**src/rtl/equiv_seq_ctrl.sv**
```systemverilog
// -----------------------------------------------------------------------------
// equiv_seq_ctrl
//
// Self-checking sequencer for an equivalence datapath. It drives pseudo-random
// reset/enable/data stimulus into a pair of implementations (a reference
// "good" one and a "bad" one under check), compares their responses each
// cycle and latches pass/fail plus details of the first mismatch.
//
// Sequence: IDLE -> RESET (RST_CYCLES) -> RUN (N cycles) -> DRAIN (1) -> DONE
//
// Ports
//   clk, rst          clock, synchronous active-high reset
//   start_i           start a run (only honoured in IDLE or DONE)
//   abort_i           return to IDLE immediately (beats start_i)
//   num_cycles_i      RUN length N, sampled when a run starts
//   dut_rst_o/en_o/data_o  registered stimulus to both implementations
//   good_i, bad_i     responses of the reference / checked implementation
//   busy_o, done_o    run in progress / run finished
//   pass_o            valid while done_o; 1 = no mismatch seen
//   mismatch_count_o  saturating mismatch count
//   fail_cycle_o      RUN index of the stimulus that caused the first mismatch
//   fail_good_o/bad_o responses captured at the first mismatch
//
// Optional feature macro: EQUIV_STOP_ON_FAIL_EN
//   defined   - the first mismatch ends the run (straight to DONE)
//   undefined - the run always completes N cycles and counts every mismatch
// -----------------------------------------------------------------------------
module equiv_seq_ctrl #(
   parameter int          WIDTH      = 8,
   parameter int          OUT_WIDTH  = 8,
   parameter int          RST_CYCLES = 2,
   parameter int          RST_SHIFT  = 3,
   parameter int          EN_SHIFT   = 3,
   parameter logic [31:0] SEED       = 32'hACE1_2024
) (
   input  logic                 clk,
   input  logic                 rst,
   input  logic                 start_i,
   input  logic                 abort_i,
   input  logic [31:0]          num_cycles_i,
   output logic                 dut_rst_o,
   output logic                 dut_en_o,
   output logic [WIDTH-1:0]     dut_data_o,
   input  logic [OUT_WIDTH-1:0] good_i,
   input  logic [OUT_WIDTH-1:0] bad_i,
   output logic                 busy_o,
   output logic                 done_o,
   output logic                 pass_o,
   output logic [15:0]          mismatch_count_o,
   output logic [31:0]          fail_cycle_o,
   output logic [OUT_WIDTH-1:0] fail_good_o,
   output logic [OUT_WIDTH-1:0] fail_bad_o
);

   // A zero seed would lock the LFSR at zero forever.
   localparam logic [31:0] SEED_EFF = (SEED == 32'd0) ? 32'd1 : SEED;
   // Galois right-shift mask for x^32 + x^22 + x^2 + x + 1.
   localparam logic [31:0] TAPS     = 32'h8020_0003;
   localparam int          CNT_W    = (RST_CYCLES > 1) ? $clog2(RST_CYCLES) : 1;
   localparam logic [CNT_W-1:0] RST_LAST = CNT_W'(RST_CYCLES - 1);

   typedef enum logic [2:0] {
      S_IDLE,
      S_RESET,
      S_RUN,
      S_DRAIN,
      S_DONE
   } state_t;

   state_t                state_reg, state_next;
   logic [31:0]           lfsr_reg, lfsr_next;
   logic [31:0]           k_reg, k_next;
   logic [31:0]           n_reg, n_next;
   logic [CNT_W-1:0]      rst_cnt_reg, rst_cnt_next;
   logic                  dut_rst_reg, dut_rst_next;
   logic                  dut_en_reg, dut_en_next;
   logic [WIDTH-1:0]      dut_data_reg, dut_data_next;
   logic [15:0]           mcount_reg, mcount_next;
   logic [31:0]           fail_cycle_reg, fail_cycle_next;
   logic [OUT_WIDTH-1:0]  fail_good_reg, fail_good_next;
   logic [OUT_WIDTH-1:0]  fail_bad_reg, fail_bad_next;
   logic                  pass_reg, pass_next;

   // Stimulus derived from the current LFSR value; it is registered onto the
   // dut_* outputs as a RUN cycle begins, then the LFSR steps.
   logic                  stim_rst;
   logic                  stim_en;
   logic [WIDTH-1:0]      stim_data;

   // Compare bookkeeping
   logic                  compare_en;
   logic                  mismatch;
   logic                  first_fail;

   function automatic logic [31:0] lfsr_step(input logic [31:0] v);
      lfsr_step = v[0] ? ((v >> 1) ^ TAPS) : (v >> 1);
   endfunction

   always_comb begin
      stim_rst  = (lfsr_reg[RST_SHIFT-1:0] == '0);
      stim_en   = !stim_rst && (lfsr_reg[RST_SHIFT+EN_SHIFT-1:RST_SHIFT] == '0);
      stim_data = lfsr_reg[31:32-WIDTH];
   end

   // Each check looks at the response to the previous cycle's stimulus, so
   // RUN cycle 0 has nothing to compare yet and DRAIN checks the last one.
   always_comb begin
      compare_en = ((state_reg == S_RUN) && (k_reg != 32'd0)) || (state_reg == S_DRAIN);
      mismatch   = compare_en && (good_i != bad_i);
      // The count never returns to zero within a run, so zero marks "no
      // mismatch captured yet".
      first_fail = mismatch && (mcount_reg == 16'd0);
   end

   // Next-state / next-output logic
   always_comb begin
      state_next      = state_reg;
      lfsr_next       = lfsr_reg;
      k_next          = k_reg;
      n_next          = n_reg;
      rst_cnt_next    = rst_cnt_reg;
      dut_rst_next    = dut_rst_reg;
      dut_en_next     = dut_en_reg;
      dut_data_next   = dut_data_reg;
      mcount_next     = mcount_reg;
      fail_cycle_next = fail_cycle_reg;
      fail_good_next  = fail_good_reg;
      fail_bad_next   = fail_bad_reg;
      pass_next       = pass_reg;

      if (abort_i) begin
         // Abort wins over start and over any compare in this cycle; the
         // result registers keep whatever they had accumulated.
         state_next   = S_IDLE;
         dut_rst_next = 1'b1;
         dut_en_next  = 1'b0;
      end else begin
         if (mismatch) begin
            if (mcount_reg != 16'hFFFF) begin
               mcount_next = mcount_reg + 16'd1;
            end
         end
         if (first_fail) begin
            fail_cycle_next = (state_reg == S_DRAIN) ? (n_reg - 32'd1) : (k_reg - 32'd1);
            fail_good_next  = good_i;
            fail_bad_next   = bad_i;
         end

         case (state_reg)
            S_IDLE, S_DONE: begin
               if (start_i) begin
                  state_next      = S_RESET;
                  n_next          = num_cycles_i;
                  lfsr_next       = SEED_EFF;
                  k_next          = 32'd0;
                  rst_cnt_next    = '0;
                  mcount_next     = 16'd0;
                  fail_cycle_next = 32'd0;
                  fail_good_next  = '0;
                  fail_bad_next   = '0;
                  pass_next       = 1'b0;
                  dut_rst_next    = 1'b1;
                  dut_en_next     = 1'b0;
               end
            end

            S_RESET: begin
               rst_cnt_next = rst_cnt_reg + 1'b1;
               if (rst_cnt_reg == RST_LAST) begin
                  if (n_reg == 32'd0) begin
                     // Empty run: no stimulus, LFSR untouched.
                     state_next   = S_DRAIN;
                     dut_rst_next = 1'b0;
                     dut_en_next  = 1'b0;
                  end else begin
                     state_next    = S_RUN;
                     k_next        = 32'd0;
                     dut_rst_next  = stim_rst;
                     dut_en_next   = stim_en;
                     dut_data_next = stim_data;
                     lfsr_next     = lfsr_step(lfsr_reg);
                  end
               end
            end

            S_RUN: begin
               if (k_reg == n_reg - 32'd1) begin
                  state_next   = S_DRAIN;
                  dut_rst_next = 1'b0;
                  dut_en_next  = 1'b0;
               end else begin
                  k_next        = k_reg + 32'd1;
                  dut_rst_next  = stim_rst;
                  dut_en_next   = stim_en;
                  dut_data_next = stim_data;
                  lfsr_next     = lfsr_step(lfsr_reg);
               end
            end

            S_DRAIN: begin
               state_next = S_DONE;
               pass_next  = (mcount_next == 16'd0);
            end

            default: begin
               state_next   = S_IDLE;
               dut_rst_next = 1'b1;
               dut_en_next  = 1'b0;
            end
         endcase

`ifdef EQUIV_STOP_ON_FAIL_EN
         // First mismatch ends the run: quiesce the stimulus and finish.
         if (first_fail) begin
            state_next    = S_DONE;
            dut_rst_next  = 1'b0;
            dut_en_next   = 1'b0;
            dut_data_next = dut_data_reg;
            lfsr_next     = lfsr_reg;
            k_next        = k_reg;
            pass_next     = 1'b0;
         end
`endif
      end
   end

   // State and output registers
   always_ff @(posedge clk) begin
      if (rst) begin
         state_reg      <= S_IDLE;
         lfsr_reg       <= SEED_EFF;
         k_reg          <= 32'd0;
         n_reg          <= 32'd0;
         rst_cnt_reg    <= '0;
         dut_rst_reg    <= 1'b1;
         dut_en_reg     <= 1'b0;
         dut_data_reg   <= '0;
         mcount_reg     <= 16'd0;
         fail_cycle_reg <= 32'd0;
         fail_good_reg  <= '0;
         fail_bad_reg   <= '0;
         pass_reg       <= 1'b0;
      end else begin
         state_reg      <= state_next;
         lfsr_reg       <= lfsr_next;
         k_reg          <= k_next;
         n_reg          <= n_next;
         rst_cnt_reg    <= rst_cnt_next;
         dut_rst_reg    <= dut_rst_next;
         dut_en_reg     <= dut_en_next;
         dut_data_reg   <= dut_data_next;
         mcount_reg     <= mcount_next;
         fail_cycle_reg <= fail_cycle_next;
         fail_good_reg  <= fail_good_next;
         fail_bad_reg   <= fail_bad_next;
         pass_reg       <= pass_next;
      end
   end

   assign dut_rst_o        = dut_rst_reg;
   assign dut_en_o         = dut_en_reg;
   assign dut_data_o       = dut_data_reg;
   assign busy_o           = (state_reg == S_RESET) || (state_reg == S_RUN) ||
                             (state_reg == S_DRAIN);
   assign done_o           = (state_reg == S_DONE);
   assign pass_o           = pass_reg;
   assign mismatch_count_o = mcount_reg;
   assign fail_cycle_o     = fail_cycle_reg;
   assign fail_good_o      = fail_good_reg;
   assign fail_bad_o       = fail_bad_reg;

endmodule

```
**config.mk**
```make
export PLATFORM = sky130hd
export DESIGN_NAME = equiv_seq_ctrl
export DESIGN_NICKNAME = d
export VERILOG_FILES = /design/src/rtl/equiv_seq_ctrl.sv
export SDC_FILE = /design/constraint.sdc
export NUM_CORES = 1
export LEC_CHECK = 0
export ABC_AREA = 1
export CORE_UTILIZATION = 50
export DETAILED_ROUTE_END_ITERATION = 8
export HOLD_SLACK_MARGIN = 0.05
export PLACE_DENSITY_LB_ADDON = 0.08
export REMOVE_ABC_BUFFERS = 1
export SLEW_MARGIN = 20
export SYNTH_ARGS = -nofsm -noshare
export SYNTH_HDL_FRONTEND = slang
export SYNTH_SLANG_ARGS = --single-unit
```
**constraint.sdc**
```tcl
create_clock -name clk -period 3.5 [get_ports clk]
set_input_delay 0.7 -clock clk [delete_from_list [all_inputs] [get_ports clk]]
set_output_delay 0.7 -clock clk [all_outputs]
set_load 0.1 [all_outputs]
```
# After elaboration in Yosys (flattened, before gate mapping)

Cells that the tools add are included.

Output and inout bits: 77
Flip-flop bits (word level): 175
Logic and storage cells: 108
Input port bits: 52

Equal/unequal tests: 12
Reduce and logical (&&, ||, !) cells: 28
Bitwise operators: 3
Muxes and demuxes: 47
$add $sub $neg: 5

Operators by type and width:

| operator                                             | count |
|---|---|
| two-way mux 32 bit                                   | 13 |
| case mux 32 bit (3 select lines)                     | 2 |
| two-way mux 16 bit                                   | 5 |
| two-way mux 8 bit                                    | 9 |
| subtractor 32 x 1 -> 32 bit (second input constant)  | 2 |
| adder 32 x 1 -> 32 bit (second input constant)       | 1 |
| equality test 32 bit                                 | 1 |
| zero test 16 bit                                     | 2 |
| zero test 32 bit                                     | 1 |
| nonzero test 32 bit                                  | 1 |
| adder 16 x 1 -> 16 bit (second input constant)       | 1 |
| != test 16 bit (second input constant)               | 1 |
| case mux 8 bit (2 select lines)                      | 1 |
| AND reduction 3 bit                                  | 5 |
| case mux 3 bit (4 select lines)                      | 1 |
| != test 2 bit (second input constant)                | 5 |
| zero test 3 bit                                      | 3 |
| two-way mux 1 bit                                    | 9 |
| two-way mux 3 bit                                    | 3 |
| != test 8 bit                                        | 1 |
| case mux 1 bit (4 select lines)                      | 2 |
| equality test 3 x 2 -> 1 bit (second input constant) | 2 |
| AND reduction 6 bit                                  | 1 |
| nonzero test 2 bit                                   | 3 |
| 12 further kinds                                     | 20 |

# Longest topological paths before layout

Gate-level depths: netlist (run 1).

Word-level depth: 8
Mapped depth: 23
Gate-level depth less buffers: 22

# Worst setup path before layout (run 1)

Ideal clock, no wire load.

Path kind: reg-to-reg
From: register mcount_reg[5] (netlist: mismatch_count_o[5])
To: register mcount_reg[8] (netlist: mismatch_count_o[8])
Period minus slack after synthesis: 3.033 ns
Library setup time: 0.071 ns
Arrival time: 2.962 ns
Stages on the path, launching flop included: 11
Path slack: 0.467 ns
Path buffers: 1
Required time: 3.429 ns
Path through: dfxtp_1 > clkinv_1 > nor4_1 > nand2_1 > nor2_1 > inv_1 > clkbuf_1 > nand3_1 > o21ai_0 > or2_2 > a21oi_1

Word-level cells in the longest chain between the ends: 6
Elaborated cells on any way between the ends: 7
Those cells by class: add/sub: 1; eq/ne: 1; mux: 5

RTL lines:

| item                                                     | line     | RTL |
|---|---|---|
| start, declared                                          | 78       | `logic [15:0] mcount_reg, mcount_next;` |
| start signal, assigned                                   | 252      | `mcount_reg <= mcount_next;` |
| adder 16 x 1 -> 16 bit or != test 16 bit (tied branches) | 140, 139 |  |
| two-way mux 16 bit *                                     | 139      | `if (mcount_reg != 16'hFFFF) begin` |
| two-way mux 16 bit *                                     | 138      | `if (mismatch) begin` |
| two-way mux 16 bit *                                     | 131      | `if (abort_i) begin` |
| two-way mux 16 bit                                       | 151      | `if (start_i) begin` |
| two-way mux 16 bit *                                     | 149      | `case (state_reg)` |

Mark *: on every way between the ends. The rest lies on a longest branch, timed or not. The select of a mux whose other input is x is not followed.
A chain may end at the register's enable or synchronous reset.

# Worst setup path after layout (run 1)

From: register k_reg[27]
To: register fail_bad_reg[0] (netlist: fail_bad_o[0])

Word-level cells in the longest chain between the ends: 8

RTL lines:

| item                   | line | RTL |
|---|---|---|
| start, declared        | 72   | `logic [31:0] k_reg, k_next;` |
| start signal, assigned | 246  | `k_reg <= k_next;` |
| nonzero test 32 bit *  | 108  | `compare_en = ((state_reg == S_RUN) && (k_reg != 32'd0)) \|\| (state_reg == S_DRAIN);` |
| logical AND 1 bit *    | 108  |  |
| logical OR 1 bit *     | 108  |  |
| logical AND 1 bit *    | 109  | `mismatch = compare_en && (good_i != bad_i);` |
| logical AND 1 bit *    | 112  | `first_fail = mismatch && (mcount_reg == 16'd0);` |
| two-way mux 8 bit *    | 143  | `if (first_fail) begin` |
| two-way mux 8 bit      | 151  |  |
| two-way mux 8 bit *    | 149  |  |
| end signal, assigned   | 255  | `fail_bad_reg <= fail_bad_next;` |
| end, declared          | 81   | `logic [OUT_WIDTH-1:0] fail_bad_reg, fail_bad_next;` |

Mark *: on every way between the ends. The rest lies on a longest branch, timed or not.

==> results of run 1 <==
## timing repair
item	in CTS	in global routing
hold endpoints to repair	0	0
endpoints found under the setup margin	0	10
setup buffers	0	2
## through the flow
step | TNS (ns) | total power [mW] | instance area, um2 | setup slack (ns) | hold WS [ns]
2_1_floorplan | -138.69 | 2.94 | 11200 | -2.45 | 0.421
3_3_place_gp | 0 | 3.33 | 13200 | 0.231 | 0.435
3_5_place_dp | 0 | 3.34 | 13200 | 0.168 | 0.444
4_1_cts | 0 | 5.44 | 13800 | 0.331 | 0.466
5_1_grt | 0 | 5.69 | 13800 | 0.135 | 0.489
6_report | 0 | 5.43 | 13800 | 0.331 | 0.461
## routing by layer
metal / global-route usage [%] / vias to the layer above
met1: 45.0 / 6046
met2: 53.7 / 491
li1: - / 6471
met5: 0 / -
met3: 5.96 / 65
met4: 10.9 / 0
## power breakdown
part | switching, mW | internal [mW] | total (mW)
logic | 0.803 | 0.391 | 1.19
clock network | 1.09 | 1.02 | 2.11
registers | 0.0707 | 2.06 | 2.13
total | 1.96 | 3.47 | 5.43
## worst paths after layout
path	from	endpoint	slack [ns]	depth (start not counted)
worst min register to register	dut_data_o[0]	dut_data_o[0]	0.46	2
worst min-delay path	dut_data_o[0]	dut_data_o[0]	0.46	2
worst max register to register	k_reg[27]	fail_bad_o[0]	0.33	11
worst max-delay path	k_reg[27]	fail_bad_o[0]	0.33	11
## synthesized netlist by cell type (all sizes together), types with 5 or more instances
master	number	share of area, %
o21ai	102	4.4
buf	27	1.4
clkinv	5	0.16
dfxtp	175	30
a21oi	169	7.2
clkbuf	78	2.5
nand3	222	9.9
o21bai	13	0.83
nor4	13	0.70
nand4	29	1.6
nor3	46	2.0
inv	150	4.8
xor2	59	4.4
or2	16	0.86
nor2	242	8.4
o211ai	27	1.7
nand2	514	17
ha	8	0.86
## logic make-up after synthesis
kind of cell / after synthesis / share of synthesized area [%]
xor gates and xnor gates: 63 / 4.72
adders and majority gates: 8 / 0.856
DFF: 175 / 30.0
AOI/OAI and AO/OA: 323 / 14.9
and+or+nand+nor: 1090 / 40.6
buffers and inverters: 260 / 8.91
## final cells by class
class | count | area [um2] | share of cell area [%]
multi-input combinational | 1484 | 7170 | 51.8
sequential | 175 | 3500 | 25.3
timing repair buffer | 168 | 1550 | 11.2
tap | 313 | 392 | 2.83
inverter | 155 | 582 | 4.20
clock buffer | 17 | 425 | 3.07
clock inverter | 15 | 223 | 1.61
## critical path: stages, from the launching register on
cell and delay [ns]:
dfxtp_1 0.42, inv_1 0.24, nand3_1 0.15, nor3_1 0.36, nand3_1 0.12, nor3_1 0.32
nor2_1 0.17, nand2_1 0.36, inv_2 0.31, buf_4 0.30, o211ai_1 0.19, a21oi_1 0.09
==> summary.txt, run 1 <==
Layout
  – Final Non-Filler Cells: roughly 2300
  – Fill count: roughly 2300
  – Share of cells above drive strength 1: between 7 and 8%
  – Antenna diode count: 0
  – Final nets: 2061
  – Synth-to-Final Area Change: 18.4%
  – Most frequent cells in the layout: 506 x nand2_1, 229 x nor2_1, 212 x nand3_1, 175 x dfxtp_1, 168 x a21oi_1
  – Most common cell after layout, fill and taps aside: nand2_1
  – Final Util: a little over 60%

Clock tree
  – CTS H-tree lvls: 4
  – Maximum clock insertion buffer count: 2
  – Clock Latency Late Sink: ~0.45 ns
  – TritonCTS clock tree: done
  – Clock Sinks: about 180
  – Clock slew at reported path FFs: roughly 0.08 ns
  – Post-CTS Hold Buffers: 0
  – Root Driver: clkbuf_16
  – Cts bufs inserted: 17
  – Cts repair resizes: 0

Run status
  – Status: finished, final reports clean

Route
  – Total Wirelength: 39.7 mm
  – Drt first pass iters: 5
  – Residual DRC: 0
  – Metal2 WL: 18.1 mm
  – Max layer used: met4
  – Vias per inst: between 5 and 6
  – Final ANT Viol Nets: 0
  – M1 WL: roughly 18 mm
  – Starting DRT DRC Count: about 1200
  – Metal3 WL: ~2.9 mm
  – WL per Instance: between 15 and 20 um
  – Via count: 13100

Die
  – Die area: between 20000 and 25000 um2
  – Starting Density: roughly half
  – Cell row count: 55
  – Core ar.: between 20000 and 25000 um2
  – Die H: 155 um
  – Top Ports: between 100 and 150
  – Die span in x: between 150 and 200 um

Global route
  – Global route total overflow: 0
  – Total track usage: about 33%
  – Largest net degree at the start of global routing: roughly 110
  – Initial antenna violation count: 0
  – Vias in the first global route: about 12000
  – First-pass GRT wire length: between 60 and 70 mm

Yosys
  – Post-synthesis async set-or-reset flop share: 0%
  – EDFF count, synth: 0
  – Library cells used by synthesis: 40
  – Post-synthesis sequential area ratio: 30.0%
  – Post-synthesis cell area: between 10000 and 15000 um2
  – Post-synthesis register bit count: approximately 180
  – Primary FF master, synth: dfxtp_1
  – Syn avg cell area: approximately 6.1 um2
  – Syn. warnings: 0
  – Cells after Synth: 1919

STA
  – Final Hold Vio Count: 0
  – Peak Freq: 316 MHz
  – Final worst-path cycle share: between 90% and 100%
  – Worst slew pin tran: slightly above 1 ns
  – Worst Clk Skew: ~0.016 ns
  – Relative max-transition margin: 32.2%
  – Pins over their slew limit: 0
  – RSZ-0062 raised after global routing: false
  – Period minus WS final: 3.17 ns
  – Final setup viols: 0

Placement
  – GP Congestion: between 0.9 and 1
  – Dpl hpwl: ~30 mm
  – Cells after DPL: about 2300
  – Port bufs: between 100 and 150

Critical path
  – Req. time, crit path: 3.80 ns
  – Worst path arrival time: between 3 and 4 ns
  – Critical path class: flip-flop to flip-flop
  – Critical path capture point type: flip-flop
  – Startpoint types: flip-flop
  – Max Fanout on Critical Path: 20

Power and ir drop
  – Maximum vdd drop: 0.000264 V
  – Pwr Density: just under 400 nW/um2
  – Leak: 5.57 nW

Hold path
  – Hold Crit Class: flip-flop to flip-flop

Run
  – Max-Cap Viols: 0
Power figures use the tool's default switching activity.
==> run 2, diff against run 1 <==
ABC_AREA = 0   (was 1)
SKIP_CTS_REPAIR_TIMING = 1   (was default)
==> run 2 against run 1 <==
  * Fmax down 5.3%
  * Via count down 20%
  * Sequential power down 4%
  * Worst setup slack worse by 0.18 ns
  * Power down 11%
  * Synthesized area down 11%
  * Clock-buffer cell count unchanged
  * Core utilization up 2.5 points
  * Register-to-register slack worse by 0.18 ns
  * Synthesized cell count down 28%
==> summary.txt, run 2 <==
Run status
  – Status: finished, final reports clean

STA
  – Pins over their slew limit: 0
  – Worst Clk Skew: between 0.01 and 0.015 ns
  – Peak Freq: 299 MHz
  – RSZ-0062 raised after global routing: true
  – Final setup viols: 0
  – Relative max-transition margin: ~33%
  – Setup_tns: 0 ns
  – Final worst-path cycle share: a little over nine tenths
  – Worst slew pin tran: 1.00 ns
  – Final Hold Vio Count: 0
  – Period minus WS final: roughly 3.3 ns

Placement
  – Port bufs: between 100 and 150
  – GP Congestion: ~0.96
  – Dpl hpwl: ~22 mm

Power and ir drop
  – Pwr Density: approximately 380 nW/um2
  – Leak: between 4 and 5 nW
  – Maximum vdd drop: between 0.0003 and 0.0004 V
  – Design Power: slightly below 5 mW

Run
  – Max-Cap Viols: 0

Clock tree
  – CTS H-tree lvls: 4
  – Clock Sinks: around 180
  – Cts bufs inserted: 17
  – Root Driver: clkbuf_16
  – TritonCTS clock tree: done
  – Clock slew at reported path FFs: 0.08 ns
  – Clock Latency Late Sink: approximately 0.44 ns
  – Maximum clock insertion buffer count: 2

Yosys
  – Post-synthesis cell area: between 10000 and 15000 um2
  – Post-synthesis sequential area ratio: 33.7%
  – Post-synth top area cell: dfxtp_1
  – Library cells used by synthesis: between 60 and 70
  – Syn avg cell area: approximately 7.6 um2
  – Post-synth top cells: 175 x dfxtp_1, 165 x nand2_1, 126 x nor2_1, 110 x clkbuf_1, 103 x a21oi_1
  – Cells after Synth: around 1400
  – Syn. warnings: 0
  – Primary FF master, synth: dfxtp_1
  – EDFF count, synth: 0
  – Top-count cell post-synth: dfxtp_1
  – Synth top area cells: dfxtp_1 34%, nand2_1 6.0%, xnor2_1 5.4%, a21oi_1 5.0%, nor2_1 4.6%
  – Post-synthesis register bit count: 175
  – Synth top area share: 33.7%
  – Post-synthesis async set-or-reset flop share: 0%

Layout
  – Share of cells above drive strength 1: between 10% and 20%
  – Synth-to-Final Area Change: 23.7%
  – Antenna diode count: 0
  – Most common cell after layout, fill and taps aside: dfxtp_1
  – Most frequent cells in the layout: 175 x dfxtp_1, 165 x nand2_1, 124 x nor2_1, 112 x buf_4, 106 x clkdlybuf4s50_1
  – Final Util: a little over three fifths
  – Final nets: 1542

Die
  – Starting Density: 51.2%
  – Die span in x: around 150 um
  – Core ar.: a little over 20000 um2
  – Die H: ~150 um
  – Die area: approximately 21000 um2
  – Cell row count: 52
  – Top Ports: between 100 and 150

Hold path
  – Hold Crit Class: flip-flop to flip-flop

Route
  – Starting DRT DRC Count: ~860
  – WL per Instance: 17.5 um
  – Residual DRC: 0
  – Via count: between 10000 and 15000
  – Final ANT Viol Nets: 0
  – Total Wirelength: between 30 and 40 mm
  – Vias per inst: 5.90
  – Drt first pass iters: 5

Global route
  – Global route total overflow: 0
  – First-pass GRT wire length: approximately 50 mm
  – Total track usage: between 20% and 30%
  – Largest net degree at the start of global routing: 60
  – Vias in the first global route: approximately 9900
  – Initial antenna violation count: 0

Critical path
  – Worst path arrival time: roughly 3.7 ns
  – Startpoint types: flip-flop
  – Critical path class: flip-flop to flip-flop
  – Register-to-register path setup slack: approximately 0.15 ns
  – Req. time, crit path: 3.85 ns
  – Critical path capture point type: flip-flop
  – Max Fanout on Critical Path: 51
run 2: changes by cell type after synthesis, sizes merged, moves of 37 or more:
cell | previous run | this run
a21oi | 169 | 103
a22oi | 0 | 41
inv | 150 | 24
nand2 | 514 | 165
nand3 | 222 | 41
nor2 | 242 | 127
o21ai | 102 | 65
xnor2 | 4 | 64
run 2: cell families after synthesis:
| family | after synthesis | share of synthesized area (%) |
|---|---|---|
| AND/OR/NAND/NOR | 610 | 30.3 |
| multiplexers | 18 | 1.75 |
| flip-flops | 175 | 33.7 |
| adder cells (fa/ha/maj) | 8 | 0.964 |
| buffers and inverters | 156 | 6.03 |
| AO/OA/AOI/OAI | 312 | 19.0 |
| XOR/XNOR | 95 | 8.28 |
run 2: cell type report:
type / instances / area (um2)
inverter: 24 / 90.1
clock inverter: 15 / 213
tap: 270 / 338
fill: 1870 / 7450
sequential: 175 / 3500
multi-input combinational: 1043 / 6320
clock buffer: 17 / 425
timing repair buffer: 221 / 1960
run 2: worst max-delay path: stages, from the launching register on:
cell       delay, ns
dfxtp_1         0.40
inv_1           0.08
ha_1            0.21
xnor2_1         0.33
o22ai_1         0.15
a2111oi_2       0.42
o2111ai_1       0.20
nor4_1          0.30
and4_1          0.31
and4_4          0.28
buf_12          0.21
nor2_1          0.13
o32ai_2         0.19
run 2: per-layer routing:
layer	share of wire, %	global-route usage (%)	up-vias
li1	-	-	5102
met1	46	40.5	4925
met2	46	46.9	354
met3	6.4	4.38	38
met4	1.3	7.24	0
met5	0	0	-
run 2: power by group:
group	leakage (nW)	total [mW]	internal, mW	switching, mW
clock network	0.307	2.05	1.10	0.947
registers	1.41	2.04	2.01	0.0290
logic	3.03	0.760	0.335	0.425
total	4.75	4.85	3.45	1.40
run 2: per-stage QoR:
step,area (um2),hold slack (ns),instances,setup WS (ns)
after floorplan,9850,0.438,1242,-2.18
after global placement,12200,0.441,1733,-0.0613
after detailed placement,12200,0.446,1733,-0.100
after CTS,12800,0.456,1765,-0.123
after global routing,12900,0.487,1765,-0.0383
final,12900,0.454,1765,0.155
run 2: worst paths after layout:
check | start | to | cells after the start
max | n_reg[1] | dut_data_o[1] | 12
min | fail_cycle_o[15] | fail_cycle_o[15] | 2
max reg2reg | n_reg[1] | dut_data_o[1] | 12
min reg2reg | fail_cycle_o[15] | fail_cycle_o[15] | 2
==> run 3, diff against run 2 <==
clock period = 3.8 ns   (was 3.5 ns; I/O delays follow)
==> run 3 against run 2 <==
  * Global-route usage fell by 0.36 points
  * Clock power fell by 12%
  * Clock-buffer cell count rose by 1
  * Via count barely moved
  * Critical path type unchanged
  * Critical endpoint is now lfsr_reg[21]
==> summary.txt, run 3 (synthesis results as in run 2) <==
STA
  – Peak Freq: between 200 and 300 MHz
  – Period minus WS final: between 3 and 4 ns
  – Worst Clk Skew: roughly 0.010 ns
  – RSZ-0062 raised after global routing: false
  – Relative max-transition margin: 33.3%
  – Final setup viols: 0
  – Pins over their slew limit: 0
  – Worst slew pin tran: 0.998 ns
  – Final Hold Vio Count: 0
  – Final worst-path cycle share: a little over nine tenths
  – Final setup margin: between 0.2 and 0.25 ns

Power and ir drop
  – P_sw: around 1.3 mW
  – Leak: approximately 4.6 nW
  – Combinational share of power: between 15 and 20%
  – Switching share of power: 28.8%
  – Clock share of power: between 40% and 50%
  – Maximum vdd drop: slightly below 0.0003 V
  – Internal power: about 3.1 mW
  – Pwr Density: between 300 and 400 nW/um2
  – Seq pwr share: roughly 43%

Clock tree
  – Maximum clock insertion buffer count: 2
  – Root Driver: clkbuf_16
  – Clock Latency Late Sink: between 0.4 and 0.5 ns
  – CTS H-tree lvls: 4
  – TritonCTS clock tree: done
  – Clock slew at reported path FFs: approximately 0.08 ns
  – Clock Sinks: around 180
  – Cts bufs inserted: 17

Critical path
  – Register-to-register path setup slack: between 0.2 and 0.25 ns
  – Worst stage delay on the critical path: 0.54 ns
  – Req. time, crit path: 4.17 ns
  – Crit path max-delay cell type: a2111oi_1
  – Max Fanout on Critical Path: 21
  – Worst path arrival time: slightly below 4 ns
  – Critical path capture point type: flip-flop
  – Startpoint types: flip-flop
  – CP Buf/Inv Count: 5
  – Critical path class: flip-flop to flip-flop
  – Critical path's most frequent cell: buf_4
  – R2R Path Start: n_reg[1]
  – CP delay by family, top: simple AND/OR/NAND/NOR gates
  – CP Cell Sequence: inv_1, ha_1, nor3b_1, buf_4, buf_4, xnor2_1, a2111oi_1, o2111ai_1, nor4_1, and4_1, buf_4, nand4_1, buf_12, nand2_2, mux2i_1
  – Worst-case reg-to-reg path depth: 15
  – Worst R2R End: lfsr_reg[21]

Global route
  – First-pass GRT wire length: between 50 and 60 mm
  – Vias in the first global route: between 9000 and 10000
  – Largest net degree at the start of global routing: between 70 and 80
  – Total track usage: around 29%
  – Global route total overflow: 0
  – Initial antenna violation count: 0

Hold path
  – Hold Crit Class: flip-flop to flip-flop
  – Hold depth: 2
  – Hold path startpoint: fail_cycle_o[22]
  – Hold EP: fail_cycle_o[22]

Placement
  – GP Congestion: ~0.95
  – Dpl ws: -0.0505 ns
  – Port bufs: approximately 130
  – Dpl hpwl: roughly 22 mm

Layout
  – Area occupied by multi-input gates: about 6300 um2
  – Share of cells above drive strength 1: a little over 10%
  – Sequential Area: roughly 3500 um2
  – Final Util: between 60% and 70%
  – Antenna diode count: 0
  – Synth-to-Final Area Change: 22.8%
  – Fill count: between 1500 and 2000
  – Most frequent cells in the layout: 175 x dfxtp_1, 164 x nand2_1, 125 x nor2_1, 125 x clkdlybuf4s50_1, 103 x a21oi_1
  – Final nets: between 1500 and 2000
  – Most common cell after layout, fill and taps aside: dfxtp_1

Die
  – Core ar.: about 20000 um2
  – Top Ports: ~130
  – Die area: about 21000 um2
  – Die span in x: 146 um
  – Cell row count: 52
  – Die H: 146 um
  – Starting Density: 51.2%

Route
  – Via count: approximately 10000
  – Starting DRT DRC Count: 796
  – Drt first pass iters: 5
  – Vias per inst: a little under 6
  – WL per Instance: between 15 and 20 um
  – Residual DRC: 0
  – Total Wirelength: 30.6 mm
  – Final ANT Viol Nets: 0

Run
  – Max-Cap Viols: 0

Run status
  – Status: finished, final reports clean
==> run 3: changes by cell type in the layout (fill, tap and decap cells not counted), sizes merged <==
cell	before	now
bufinv	2	1
clkdlybuf4s50	106	125
clkinvlp	1	2
clkinv	5	4
buf	115	82
clkbuf	17	18
==> run 3: power by group through the flow <==
stage / clock (mW) / sequential [mW] / combinational [mW]
finish: 1.81 / 1.88 / 0.690
global route: 1.92 / 1.89 / 0.748
CTS: 1.84 / 1.88 / 0.680
detailed placement: 0 / 1.92 / 0.676
global placement: 0 / 1.92 / 0.676
floorplan: 0 / 1.93 / 0.363
==> run 3: per-stage QoR <==
step	setup TNS [ns]	power [mW]	cells	hold slack (ns)	area [um2]
2_1_floorplan	-86.72	2.29	1242	0.438	9850
3_3_place_gp	-0.0406	2.60	1719	0.440	12100
3_5_place_dp	-0.0781	2.60	1719	0.444	12100
4_1_cts	-0.176	4.40	1751	0.454	12700
5_1_grt	0	4.55	1751	0.475	12800
6_report	0	4.38	1751	0.449	12800
==> run 3: worst min-delay path, delay by kind of cell, from the launching register on <==
family / cells / cell delay [ns]
flip-flops: 1 / 0.31
AND/OR/NAND/NOR: 1 / 0.05
AO/OA/AOI/OAI: 1 / 0.05
==> run 3: cell type report <==
class	count	area share [%]
well taps	270	2.65
clock buffers	18	3.44
inverters	24	0.706
multi-input cells	1043	49.3
clock inverters	14	1.28
flip-flops and latches	175	27.5
repair buffers	207	15.1
==> run 3: worst max-delay path by stage <==
stage	startpoint	to	slack, ns	cells after the start
3_3_place_gp	n_reg[1]	dut_data_o[1]	-0.04	14
2_1_floorplan	mismatch_count_o[5]	fail_cycle_o[5]	-1.88	6
5_1_grt	n_reg[1]	dut_data_o[5]	0.04	14
3_5_place_dp	n_reg[1]	dut_data_o[1]	-0.05	14
6_report	n_reg[1]	lfsr_reg[21]	0.21	15
4_1_cts	n_reg[1]	dut_data_o[1]	-0.07	14
==> run 3: routing by layer <==
layer / track usage, % / vias up / routed length (um)
li1: - / 5073 / -
met5: 0 / - / 0
met3: 4.91 / 47 / 1890
met4: 8.80 / 0 / 533
met2: 45.5 / 347 / 14000
met1: 39.6 / 4955 / 14200
